<file path="config.mk">
export PLATFORM = sky130hd
export DESIGN_NAME = wave_seq_gen
export DESIGN_NICKNAME = d
export VERILOG_FILES = /design/src/rtl/wave_seq_gen.sv
export SDC_FILE = /design/constraint.sdc
export NUM_CORES = 1
export LEC_CHECK = 0
export CAP_MARGIN = 20
export CELL_PAD_IN_SITES_DETAIL_PLACEMENT = 0
export CELL_PAD_IN_SITES_GLOBAL_PLACEMENT = 2
export CORE_ASPECT_RATIO = 1.75
export CORE_MARGIN = 2
export CORE_UTILIZATION = 36
export CTS_BUF_LIST = sky130_fd_sc_hd__clkbuf_4
export DETAILED_ROUTE_END_ITERATION = 7
export MAX_ROUTING_LAYER = met4
export PLACE_DENSITY_LB_ADDON = 0.1
export SYNTH_ARGS = -nofsm -noshare
export SYNTH_HDL_FRONTEND = slang
export SYNTH_SLANG_ARGS = --single-unit
</file>
<file path="constraint.sdc">
create_clock -name clk -period 2.05 [get_ports clk]
set_input_delay 0.205 -clock clk [delete_from_list [all_inputs] [get_ports clk]]
set_output_delay 0.205 -clock clk [all_outputs]
set_load 0.005 [all_outputs]
</file>
<file path="src/rtl/wave_seq_gen.sv">
// wave_seq_gen: registered waveform generator with a programmable prescaler.
// Shapes: 00 square, 01 sawtooth, 10 triangle, 11 constant midscale.
// Optional build macro WAVE_GEN_WRAP_FLAG_EN adds the registered 'wrap'
// period-start pulse. Without it the port and its logic are absent.
module wave_seq_gen #(
  parameter int WIDTH = 8,
  parameter int DIV_W = 8
) (
  input  logic             clk,
  input  logic             rst,
  input  logic             en,
  input  logic [1:0]       pattern,
  input  logic [DIV_W-1:0] div,
`ifdef WAVE_GEN_WRAP_FLAG_EN
  output logic             wrap,
`endif
  output logic [WIDTH-1:0] wave
);

  typedef enum logic {UP = 1'b0, DOWN = 1'b1} dir_e;

  localparam logic [WIDTH-1:0] MAX = {WIDTH{1'b1}};
  localparam logic [WIDTH-1:0] MID = {1'b1, {(WIDTH-1){1'b0}}};
  localparam logic [WIDTH-1:0] ONE = {{(WIDTH-1){1'b0}}, 1'b1};

  logic [DIV_W-1:0] pre_cnt, pre_cnt_d;
  logic [WIDTH-1:0] phase, phase_d, phase_inc;
  logic [WIDTH-1:0] wave_d;
  logic [1:0]       pat_q, pat_d;
  dir_e             dir, dir_d;
  logic             restart, step;

  assign restart   = en && (pattern != pat_q);
  assign step      = en && !restart && (pre_cnt >= div);
  assign phase_inc = phase + ONE;

  // State register: reset, otherwise take the computed next state.
  always_ff @(posedge clk) begin
    if (rst) begin
      pre_cnt <= '0;
      phase   <= '0;
      dir     <= UP;
      pat_q   <= 2'b00;
      wave    <= '0;
    end else begin
      pre_cnt <= pre_cnt_d;
      phase   <= phase_d;
      dir     <= dir_d;
      pat_q   <= pat_d;
      wave    <= wave_d;
    end
  end

  // Next-state: hold when disabled, restart on pattern change, else step or count.
  always_comb begin
    pre_cnt_d = pre_cnt;
    phase_d   = phase;
    dir_d     = dir;
    pat_d     = pat_q;
    wave_d    = wave;
    if (restart) begin
      pat_d     = pattern;
      pre_cnt_d = '0;
      phase_d   = '0;
      dir_d     = UP;
      wave_d    = (pattern == 2'b11) ? MID : '0;
    end else if (step) begin
      pre_cnt_d = '0;
      unique case (pat_q)
        2'b00: begin
          phase_d = phase_inc;
          wave_d  = phase_inc[WIDTH-1] ? MAX : '0;
        end
        2'b01: begin
          phase_d = phase_inc;
          wave_d  = phase_inc;
        end
        2'b10: begin
          // Turn without repeating the peak sample.
          if (dir == UP) begin
            if (wave == MAX) begin
              dir_d  = DOWN;
              wave_d = MAX - ONE;
            end else begin
              wave_d = wave + ONE;
            end
          end else begin
            if (wave == '0) begin
              dir_d  = UP;
              wave_d = ONE;
            end else begin
              wave_d = wave - ONE;
            end
          end
        end
        default: begin
          // Constant level; phase still runs so the period marker keeps ticking.
          phase_d = phase_inc;
          wave_d  = MID;
        end
      endcase
    end else if (en) begin
      pre_cnt_d = pre_cnt + {{(DIV_W-1){1'b0}}, 1'b1};
    end
  end

`ifdef WAVE_GEN_WRAP_FLAG_EN
  logic wrap_ev;

  // Period start: phase rolls over, or the triangle turns at the bottom.
  always_comb begin
    wrap_ev = 1'b0;
    if (step) begin
      if (pat_q == 2'b10) wrap_ev = (dir == DOWN) && (wave == '0);
      else                wrap_ev = (phase == MAX);
    end
  end

  // Registered one-cycle pulse, cleared by reset, restart and en=0.
  always_ff @(posedge clk) begin
    if (rst) wrap <= 1'b0;
    else     wrap <= wrap_ev;
  end
`endif

endmodule

</file>
## Word-level counts from Yosys, hierarchy flattened

Index checks and enable logic that the tools add are counted.
W data, S select, Z words.

- $add $sub $neg: 4
- Magnitude comparators: 1
- Equal/unequal tests: 5
- Muxes and demuxes: 11
- Bitwise logic cells: 1
- Reductions and logical operators: 11

Operators with widths:

| cell | number |
|---|---|
| $mux W8 | 7 |
| $add A8 B1 Y8 const B | 3 |
| $pmux W8 S3 | 1 |
| $eq A8 B8 Y1 const B | 1 |
| $ge A8 B8 Y1 | 1 |
| $logic_not A8 Y1 | 1 |
| $sub A8 B1 Y8 const B | 1 |
| $eq A2 B2 Y1 const B | 2 |
| $reduce_and A2 Y1 | 2 |
| $logic_and A1 B1 Y1 | 3 |
| $mux W1 | 3 |
| $reduce_or A3 Y1 | 1 |
| $eq A2 B1 Y1 const B | 1 |
| $logic_not A2 Y1 | 1 |
| $ne A2 B2 Y1 | 1 |
| $reduce_bool A2 Y1 | 1 |
| $reduce_or A2 Y1 | 1 |
| $logic_not A1 Y1 | 1 |
| $not A1 Y1 | 1 |

- Flip-flop bits (word level): 27
- Output and inout bits: 8
- Word-level logic and storage cells: 38

## Depth between registers and ports, before layout

Gate-level depths: netlist (run 1).

- Depth in word-level cells: 7
- Depth in mapped cells: 8

## Worst setup path before layout (run 1)

Ideal clock, no wire load.

- Path type: reg-to-reg
- Start: register wave[0]
- End: register wave[4]
- Setup time: 0.122 ns
- Data arrival time: 1.774 ns
- Slack: 0.154 ns
- Cell stages (with the launch flop): 9
- Path buffers: 0
- Period minus slack after synthesis: 1.896 ns
- Cells stage by stage: dfxtp_1 inv_1 ha_1 or4b_4 nor2b_4 nand2b_1 o31ai_1 o31ai_1 o2bb2ai_1

- Longest elaborated chain between the ends: 6
- Elaborated cells on any way between the ends: 10
- Those cells by class: 2 x add/sub; 1 x eq/ne; 6 x mux; 1 x reduce/logical

Ends and longest elaborated chain:

| element | RTL line | text |
|---|---|---|
| from (decl) | 17 | `output logic [WIDTH-1:0] wave` |
| from (signal assigned) | 50 | `wave <= wave_d;` |
| $add A8 B1 Y8 (tied with other cells) | 85 | `wave_d = wave + ONE;` |
| $mux W8 (on tied branches) | 81, 88 |  |
| $mux W8 * | 80 | `if (dir == UP) begin` |
| $pmux W8 S3 * | 69 | `unique case (pat_q)` |
| $mux W8 * | 67 | `end else if (step) begin` |
| $mux W8 * | 61 | `if (restart) begin` |

Every way passes the cells marked *; elsewhere a longest branch is shown, timed or not. The select of a mux whose other input is x is not followed.
A chain may end at the register's enable or synchronous reset.

## Worst setup path after layout (run 1)

- Start: input div[7]
- End: register wave[6]

- Longest elaborated chain between the ends: 3

Ends and longest elaborated chain:

| element | RTL line | text |
|---|---|---|
| from (decl) | 13 | `input logic [DIV_W-1:0] div,` |
| $ge A8 B8 Y1 | 34 | `assign step = en && !restart && (pre_cnt >= div);` |
| $logic_and A1 B1 Y1 | 34 |  |
| $reduce_bool A2 Y1 (no source line) | - |  |

Every way passes these cells.

==> flow_metrics.py, run 1 <==
metrics = {
    "worst_setup_path": {
        "cp.buffers_inverters": 3,
        "path_class": "primary input to register",
        "start_kind": "primary input",
        "ff2ff_path_depth": 8,
        "cp_top_family": "compound AO/OA/AOI/OAI gates",
        "path_max_fanout": 7,
        "critPathSlowestCell": "clkdlybuf4s50_1",
        "r2r_setup_slack_ns": 0.16,
        "end_kind": "register",
        "cp.arrival_ns": 2.18,
        "worstPathRequired_ns": 2.33,
        "r2r-start": "wave[1]",
        "max_stage_delay_ns": 0.45,
        "crit_chain": "clkdlybuf4s50_1 > inv_1 > ha_1 > a211oi_2 > o21ai_1 > a41oi_4 > nor2_4 > nor2_1 > buf_4 > o2bb2ai_1",
        "r2r_end": "wave[4]",
    },
    "synth": {
        "syn_inst": 234,
        "yosysSeqAreaShare_pct": 26.7,
        "synthesis.nets": 260,
        "synth-seq-cells": 27,
        "yosysWarnings": 0,
        "avgSynthCellArea_um2": 8.65,
        "ys_types": 52,
        "synth_area_um2": 2020,
    },
    "sta": {
        "tightest_slew_ns": 0.421,
        "setup_violations": 0,
        "rsz0062_at_grt": "no",
        "hold_viol": 0,
        "post-route-period-util_pct": 93.0,
        "finClkSkew_ns": 0.00430,
        "fin_setup_tns_ns": 0,
        "maxSlewHeadroom_pct": 71.9,
        "maxSlewViolCount": 0,
        "min_period_ns": 1.91,
        "clock.fmax_ghz": 0.524,
    },
    "placed_design": {
        "gp_congestion": 0.802,
        "post-dp-hpwl_um": 4440,
        "placed_cells": 353,
        "io_buffers": 20,
        "place_area_um2": 2550,
    },
    "drt": {
        "firstDrtPassIters": 4,
        "first_iter_violations": 37,
        "viasPerCell": 5.17,
        "drtAntennaViolNets": 0,
        "wl_per_cell_um": 15.2,
        "num_vias": 1850,
        "totalWireLength_um": 5450,
        "drc": 0,
    },
    "grt": {
        "grt-ovfl-total": 0,
        "track_usage_pct": 19.6,
        "grt_pass1_vias": 1834,
        "grt_pass1_wl_um": 8950,
        "antenna_found_initial": 0,
        "grt_max_degree": 17,
    },
    "floorplan": {
        "die_x_um": 60.7,
        "dieArea_um2": 6260,
        "core-area_um2": 5500,
        "initial_core_util_pct": 36.8,
        "die_height_um": 103,
        "floorplan.rows": 36,
        "num_io_pins": 21,
    },
    "min_path": {
        "worstHoldStart": "wave[1]",
        "worstHoldPathCells": 2,
        "hp-class": "register to register",
        "holdPathEnd": "wave[1]",
    },
    "status": {
        "status": "complete, no violations",
    },
    "power_and_ir_drop": {
        "power_density_nw_per_um2": 371,
        "max-vdd-ir-drop_mv": 0.293,
        "p_leak_nw": 1.04,
    },
    "clock_tree": {
        "cts_made_buffers": 3,
        "clock_sinks": 27,
        "cts-root-buf": "clkbuf_4",
        "clock_latency_ns": 0.33,
        "clk_pin_slew_ns": 0.15,
        "cts_buffer_depth": 2,
        "tritoncts": "done",
        "h-tree-depth": 1,
    },
    "finish": {
        "drive_above_1_share_pct": 22.0,
        "instances_no_fill": 358,
        "area_growth_pct": 28.9,
        "n_antenna_cell": 0,
        "stdcell_area_um2": 2610,
        "post-route-util_pct": 47.5,
        "nets": 309,
    },
    "flow_run": {
        "drv_cap": 0,
    },
}
==> cell families after synthesis <==
group,count (synthesis),synth area share [%]
AOI/OAI and AO/OA,45,18.3
xor gates and xnor gates,27,12.4
adders and majority gates,13,8.04
buffers and inverters,25,5.50
DFF,27,26.7
muxes,7,3.77
and+or+nand+nor,90,25.2
==> what timing repair did <==
| item | in CTS | in global routing |
|---|---|---|
| setup buffers | 0 | 1 |
| resized for setup | 0 | 5 |
| hold buffers | 0 | 0 |
| endpoints found under the setup margin | 0 | 5 |
==> stage by stage <==
stage | hold slack [ns] | worst slack [ns] | total power, W
6_report | 0.526 | 0.143 | 0.000968
3_3_place_gp | 0.503 | -0.222 | 0.000722
5_1_grt | 0.559 | 0.000234 | 0.00102
2_1_floorplan | 0.277 | 0.154 | 0.000634
4_1_cts | 0.546 | 0.0702 | 0.000984
3_5_place_dp | 0.505 | -0.268 | 0.000724
==> routing by layer <==
layer	track usage (%)	part of all wire [%]	vias to the layer above
met5	-	0	-
li1	-	-	939
met3	1.37	1.8	12
met4	7.19	2.8	0
met1	20.2	38	868
met2	37.2	57	31
==> area by class of cell <==
type	count	area, µm²
timing repair buffer	55	500
inverter	14	52.6
fill	591	2890
multi-input combinational	182	1390
tap	76	95.1
clock buffer	4	30.0
sequential	27	541
==> worst min-delay path, stage by stage (launching register included) <==
cell and delay (ns):
dfxtp_1 0.36, inv_2 0.08, o22ai_1 0.06
==> Yosys cell counts, drive strengths merged <==
| master | instances | area [µm²] |
|---|---|---|
| nand3 | 9 | 45.0 |
| nand2 | 17 | 63.8 |
| buf | 7 | 43.8 |
| o2bb2ai | 4 | 35.0 |
| o31a | 1 | 8.76 |
| ha | 13 | 163 |
| o22ai | 2 | 12.5 |
| nor4b | 1 | 15.0 |
| a41oi | 2 | 43.8 |
| xnor2 | 18 | 173 |
| a211oi | 4 | 35.0 |
| and3 | 3 | 18.8 |
| mux2i | 5 | 50.1 |
| nor3 | 13 | 97.6 |
| o2111ai | 1 | 26.3 |
| xor2 | 9 | 78.8 |
| or4 | 1 | 7.51 |
| o311a | 2 | 20.0 |
| or4b | 1 | 13.8 |
| a21oi | 5 | 25.0 |
| nand3b | 3 | 22.5 |
| clkbuf | 4 | 15.0 |
| and4 | 1 | 8.76 |
| dfxtp | 27 | 541 |
| nor3b | 1 | 7.51 |
| inv | 14 | 52.6 |
| nor4 | 2 | 25.0 |
| a221oi | 3 | 26.3 |
| a21o | 2 | 15.0 |
| mux2 | 2 | 26.3 |
| o31ai | 2 | 15.0 |
| o21a | 1 | 7.51 |
| nor2b | 4 | 32.5 |
| a31oi | 3 | 18.8 |
| nand4 | 4 | 25.0 |
| nand2b | 3 | 18.8 |
| a41o | 1 | 10.0 |
| o21ai | 10 | 53.8 |
| o221ai | 2 | 17.5 |
| nor2 | 27 | 109 |
==> cell usage in the layout, fill, tap and decap left out, types with 3 or more instances in the layout <==
cell             synthesis  final
a21oi_1                  5      5
a221oi_1                 3      3
a31oi_1                  3      3
and3_1                   3      3
buf_12                   0      3
buf_4                    1     32
clkbuf_4                 0      4
clkdlybuf4s50_1          0     20
dfxtp_1                 27     27
ha_1                    13     13
inv_1                   14     13
mux2i_1                  5      5
nand2_1                 17     17
nand3_1                  9      9
nand3b_1                 3      3
nand4_1                  4      4
nor2_1                  26     25
nor2b_1                  3      3
nor3_1                   9      9
o21ai_0                  5      5
o21ai_1                  4      3
o2bb2ai_1                4      4
xnor2_1                 16     16
xor2_1                   9      9
==> flip-flops by register name (all words and copies together) (netlist names) <==
name	cells
dir	1
pat_q	2
phase	8
pre_cnt	8
wave	8
==> worst max path at each step <==
| stage | from | end | slack (ns) | cells past startpoint |
|---|---|---|---|---|
| floorplan | wave[0] | wave[4] | 0.15 | 8 |
| global placement | div[2] | phase[1] | -0.22 | 10 |
| detailed placement | div[7] | dir | -0.27 | 10 |
| CTS | wave[1] | wave[4] | 0.07 | 8 |
| global route | div[7] | dir | 0.0002 | 10 |
| finish | div[7] | wave[6] | 0.14 | 10 |
==> power breakdown <==
part / internal [W] / switching, W
Clock: 0.0000897 / 0.000166
Sequential: 0.000531 / 0.00000396
Combinational: 0.0000902 / 0.0000879
Note: power is estimated with default switching activity, not from simulation.
==> run 2: changes to the inputs <==
Settings changed: SETUP_SLACK_MARGIN set to 0.15.
==> run 2 against run 1 <==
Net effect:
- cell count up 1.7%
- via count up 1.8%
- power up 1.4%
- hold slack better by 0.018 ns
- clock skew up 0.0040 ns
- die area unchanged
- design area up 8.2%
- sequential share of layout area down 1.1 points
- utilization up 3.9 points
- global-route usage up 0.077 points
==> flow_metrics.py, run 2 (synthesis results as in run 1) <==
metrics = {
    "finish": {
        "final_cell_mix": "buf_4, nor2_1, dfxtp_1, clkdlybuf4s50_1, nand2_1",
        "final.fill_count": 562,
        "top_regs": "phase (8), pre_cnt (8), wave (8)",
        "layout_commonest_cell": "buf_4",
        "multi_input_comb_area_um2": 1530,
        "regArea_um2": 554,
        "n_antenna_cell": 0,
        "drive_above_1_share_pct": 32.3,
        "area_growth_pct": 39.5,
        "nets": 315,
        "stdcell_area_um2": 2820,
    },
    "power_and_ir_drop": {
        "switching_power_w": 0.000270,
        "max-vdd-ir-drop_mv": 0.245,
        "pwr-share-comb_pct": 19.2,
        "internal_power_w": 0.000712,
        "seqPwrFrac_pct": 54.2,
        "pwr-share-clk_pct": 26.6,
        "p_sw_share_pct": 27.5,
        "p_leak_nw": 1.12,
        "power_density_nw_per_um2": 348,
    },
    "floorplan": {
        "initial_core_util_pct": 36.8,
        "core-area_um2": 5500,
        "die_height_um": 103,
        "die_x_um": 60.7,
        "floorplan.rows": 36,
        "dieArea_um2": 6260,
        "num_io_pins": 21,
    },
    "worst_setup_path": {
        "start_kind": "register",
        "path_max_fanout": 5,
        "worstPathRequired_ns": 2.30,
        "path_class": "register to register",
        "cp.arrival_ns": 2.13,
        "end_kind": "register",
    },
    "grt": {
        "grt_pass1_vias": 1849,
        "grt_max_degree": 17,
        "antenna_found_initial": 0,
        "grt_pass1_wl_um": 8990,
        "grt-ovfl-total": 0,
        "track_usage_pct": 19.7,
    },
    "placed_design": {
        "post-dp-hpwl_um": 4440,
        "dp_slack_ns": -0.268,
        "place_area_um2": 2550,
        "gp_congestion": 0.802,
        "io_buffers": 20,
    },
    "drt": {
        "num_vias": 1883,
        "drtAntennaViolNets": 0,
        "firstDrtPassIters": 4,
        "totalWireLength_um": 5590,
        "drc": 0,
        "first_iter_violations": 40,
        "wl_per_cell_um": 15.4,
        "viasPerCell": 5.17,
    },
    "status": {
        "status": "complete, no violations",
    },
    "sta": {
        "post-route-period-util_pct": 91.5,
        "hold_slack_ns": 0.544,
        "finClkSkew_ns": 0.00829,
        "min_period_ns": 1.88,
        "maxSlewHeadroom_pct": 67.1,
        "layout_setup_ws_ns": 0.174,
        "rsz0062_at_grt": "yes",
        "tightest_slew_ns": 0.493,
        "hold_viol": 0,
        "setup_violations": 0,
        "clock.fmax_ghz": 0.533,
        "maxSlewViolCount": 0,
    },
    "clock_tree": {
        "clock_latency_ns": 0.34,
        "cts-root-buf": "clkbuf_4",
        "cts_made_buffers": 3,
        "clock_sinks": 27,
        "tritoncts": "done",
        "hold_buffers": 0,
        "cts_buffer_depth": 2,
        "h-tree-depth": 1,
        "clk_pin_slew_ns": 0.16,
    },
    "flow_run": {
        "drv_cap": 0,
    },
    "min_path": {
        "hp-class": "register to register",
    },
}
-- run 2: changes by cell type in the layout (fill, tap and decap cells not counted), moves of 3 or more --
cell	delta
ha_1	-5
a221oi_2	+3
a221oi_1	-3
dfxtp_2	+5
ha_4	+4
dfxtp_1	-7
buf_4	+4
-- run 2: power by group through the flow --
| stage | sequential [W] | combinational (W) | clock (W) |
|---|---|---|---|
| 2_1_floorplan | 0.000546 | 0.0000874 | 0 |
| 3_3_place_gp | 0.000546 | 0.000176 | 0 |
| 3_5_place_dp | 0.000546 | 0.000178 | 0 |
| 4_1_cts | 0.000535 | 0.000183 | 0.000270 |
| 5_1_grt | 0.000533 | 0.000205 | 0.000288 |
| 6_report | 0.000532 | 0.000189 | 0.000261 |
-- run 2: worst paths after layout --
check,startpoint,end,slack [ns],cells past startpoint
max reg2reg,wave[1],wave[4],0.17,8
min reg2reg,phase[1],phase[1],0.54,2
min,phase[1],phase[1],0.54,2
max,wave[1],wave[4],0.17,8
-- run 2: per-layer routing --
layer | share of wire (%) | vias up | GRT usage, %
met2 | 57 | 30 | 37.8
met4 | 3.1 | 0 | 6.52
met3 | 1.7 | 12 | 1.37
met1 | 38 | 897 | 20.2
li1 | - | 944 | -
met5 | 0 | - | -
-- run 2: final cells by class --
class,instances,area share (%)
clock buffer,4,1.06
tap,76,3.37
multi-input combinational,182,54.2
inverter,14,1.95
sequential,27,19.6
timing repair buffer,61,19.8
-- run 2: stage by stage --
step                std cells  utilization (%)  total power [W]  TNS [ns]
floorplan                 234                -         0.000634         0
CTS                       358             47.8         0.000988         0
global placement          353             46.4         0.000722     -3.56
global route              364             51.3          0.00103         0
detailed placement        353             46.4         0.000724     -4.58
finish                    364             51.3         0.000982         0
-- run 2: repair_timing --
action	4_1_cts	5_1_grt
setup buffers	1	6
pin swaps	3	19
resized for setup	8	35
endpoints found under the setup margin	16	18
-- run 2: critical path: stages (launching register included) --
cell and delay (ns):
dfxtp_4 0.39, inv_4 0.07, ha_4 0.12, or4b_4 0.49
nor2b_4 0.19, nand2b_4 0.15, o31ai_2 0.06, o31ai_1 0.24
o2bb2ai_1 0.08
==> run 3: changes to the inputs <==
Settings changed: CTS_BUF_LIST sky130_fd_sc_hd__clkbuf_4 to sky130_fd_sc_hd__clkbuf_8.
==> run 3 against run 2 <==
Net effect:
- die area unchanged
- non-clock buffer count is 1 lower
- register-to-register slack better by 0.02 ns
- utilization is 0.068 points higher
- power grew 5.2%
- critical path type unchanged
- largest cell class unchanged
- highest routed layer unchanged
==> flow_metrics.py, run 3 (synthesis results as in run 1) <==
metrics = {
    "sta": {
        "finClkSkew_ns": 0.00964,
        "maxSlewViolCount": 0,
        "maxSlewHeadroom_pct": 66.6,
        "min_period_ns": 1.86,
        "setup_violations": 0,
        "tightest_slew_ns": 0.500,
        "hold_viol": 0,
        "fin_setup_tns_ns": 0,
        "rsz0062_at_grt": "yes",
        "clock.fmax_ghz": 0.538,
        "post-route-period-util_pct": 90.6,
    },
    "drt": {
        "viasPerCell": 5.18,
        "wl_per_cell_um": 15.4,
        "first_iter_violations": 34,
        "drtAntennaViolNets": 0,
        "totalWireLength_um": 5610,
        "drc": 0,
        "num_vias": 1882,
        "firstDrtPassIters": 4,
    },
    "clock_tree": {
        "clock_sinks": 27,
        "cts-root-buf": "clkbuf_8",
        "clk_pin_slew_ns": 0.10,
        "cts_buffer_depth": 2,
        "cts_made_buffers": 3,
        "tritoncts": "done",
        "h-tree-depth": 1,
        "clock_latency_ns": 0.28,
    },
    "worst_setup_path": {
        "critPathSlowestCell": "or4b_4",
        "cp.arrival_ns": 2.03,
        "crit_chain": "inv_4 > ha_4 > or4b_4 > nor2b_4 > nand2b_4 > o31ai_1 > o31ai_1 > o2bb2ai_1",
        "path_class": "register to register",
        "crit_cells": 8,
        "worstPathRequired_ns": 2.23,
        "max_stage_delay_ns": 0.49,
        "end_kind": "register",
        "ff2ff_path_depth": 8,
        "cp.buffers_inverters": 1,
        "start_kind": "register",
        "path_max_fanout": 5,
        "cp_common_cell": "o31ai_1",
        "cp_top_family": "simple AND/OR/NAND/NOR gates",
    },
    "placed_design": {
        "gp_congestion": 0.802,
        "io_buffers": 20,
        "post-dp-hpwl_um": 4440,
    },
    "grt": {
        "track_usage_pct": 19.8,
        "grt_pass1_wl_um": 8990,
        "antenna_found_initial": 0,
        "grt_max_degree": 17,
        "grt_pass1_vias": 1853,
        "grt-ovfl-total": 0,
    },
    "floorplan": {
        "num_io_pins": 21,
        "die_height_um": 103,
        "core-area_um2": 5500,
        "initial_core_util_pct": 36.8,
        "die_x_um": 60.7,
        "dieArea_um2": 6260,
        "floorplan.rows": 36,
    },
    "finish": {
        "layout_commonest_cell": "buf_4",
        "drive_above_1_share_pct": 31.0,
        "area_growth_pct": 39.6,
        "n_antenna_cell": 0,
        "final_cell_mix": "buf_4, nor2_1, dfxtp_1, nand2_1",
        "top_regs": "phase (8), pre_cnt (8), wave (8)",
        "nets": 314,
        "final.fill_count": 557,
        "post-route-util_pct": 51.4,
    },
    "power_and_ir_drop": {
        "max-vdd-ir-drop_mv": 0.215,
        "p_leak_nw": 1.13,
        "power_density_nw_per_um2": 365,
    },
    "flow_run": {
        "drv_cap": 0,
    },
    "status": {
        "status": "complete, no violations",
    },
    "min_path": {
        "hp-class": "register to register",
        "worstHoldPathCells": 2,
    },
}
## run 3: changes by cell type in the layout (fill, tap and decap cells not counted), moves of 2 or more
cell / change
ha_1: -2
clkbuf_8: +3
clkdlybuf4s50_1: -2
dfxtp_1: +2
dlymetal6s2s_1: +2
dfxtp_4: -2
clkbuf_4: -4
ha_2: +2
## run 3: path summary, 6_finish.rpt
kind                                end     from  slack (ns)
worst max-delay path            wave[4]  wave[1]        0.19
worst min-delay path            wave[1]  wave[1]        0.52
worst min register to register  wave[1]  wave[1]        0.52
worst max register to register  wave[4]  wave[1]        0.19
## run 3: where the power goes
part | total, W | leakage [nW] | switching (W) | internal (W)
sequential | 0.000534 | 0.221 | 0.00000396 | 0.000530
combinational | 0.000190 | 0.882 | 0.0000956 | 0.0000943
clock | 0.000309 | 0.0269 | 0.000174 | 0.000135
total | 0.00103 | 1.13 | 0.000274 | 0.000758
## run 3: final cells by class
cell class / instances / area, µm² / area share [%]
flip-flops and latches: 27 / 547 / 19.4
well taps: 76 / 95.1 / 3.37
inverters: 14 / 55.1 / 1.95
multi-input cells: 182 / 1530 / 54.1
clock inverters: 1 / 3.75 / 0.133
clock buffers: 3 / 41.3 / 1.46
repair buffers: 60 / 556 / 19.7
## run 3: per-layer routing
| metal | wire [µm] | global-route usage (%) | up-vias | part of all wire, % |
|---|---|---|---|---|
| met5 | 0 | - | - | 0 |
| met4 | 153 | 7.69 | 0 | 2.7 |
| met3 | 114 | 1.99 | 11 | 2.0 |
| met2 | 3220 | 37.5 | 24 | 57 |
| met1 | 2120 | 19.8 | 902 | 38 |
| li1 | - | - | 945 | - |
## run 3: timing repair
item                       CTS  global route
pin swaps                    6            22
gates resized for setup      9            32
setup endpoints to repair   17            20
setup buffers                2             4
hold buffers                 0             0
## run 3: tightest hold or removal path, stage by stage, from the launching register on
cell	delay (ns)
dfxtp_2	0.35
inv_4	0.07
o22ai_1	0.06
## run 3: through the flow
step | cells | hold slack (ns) | setup WS [ns] | total power, W | instance area [µm²]
2_1_floorplan | 234 | 0.277 | 0.154 | 0.000634 | 2020
3_3_place_gp | 353 | 0.503 | -0.222 | 0.000722 | 2550
3_5_place_dp | 353 | 0.505 | -0.268 | 0.000724 | 2550
4_1_cts | 359 | 0.526 | 0.127 | 0.00104 | 2660
5_1_grt | 363 | 0.535 | 0.118 | 0.00108 | 2830
6_report | 363 | 0.515 | 0.193 | 0.00103 | 2830
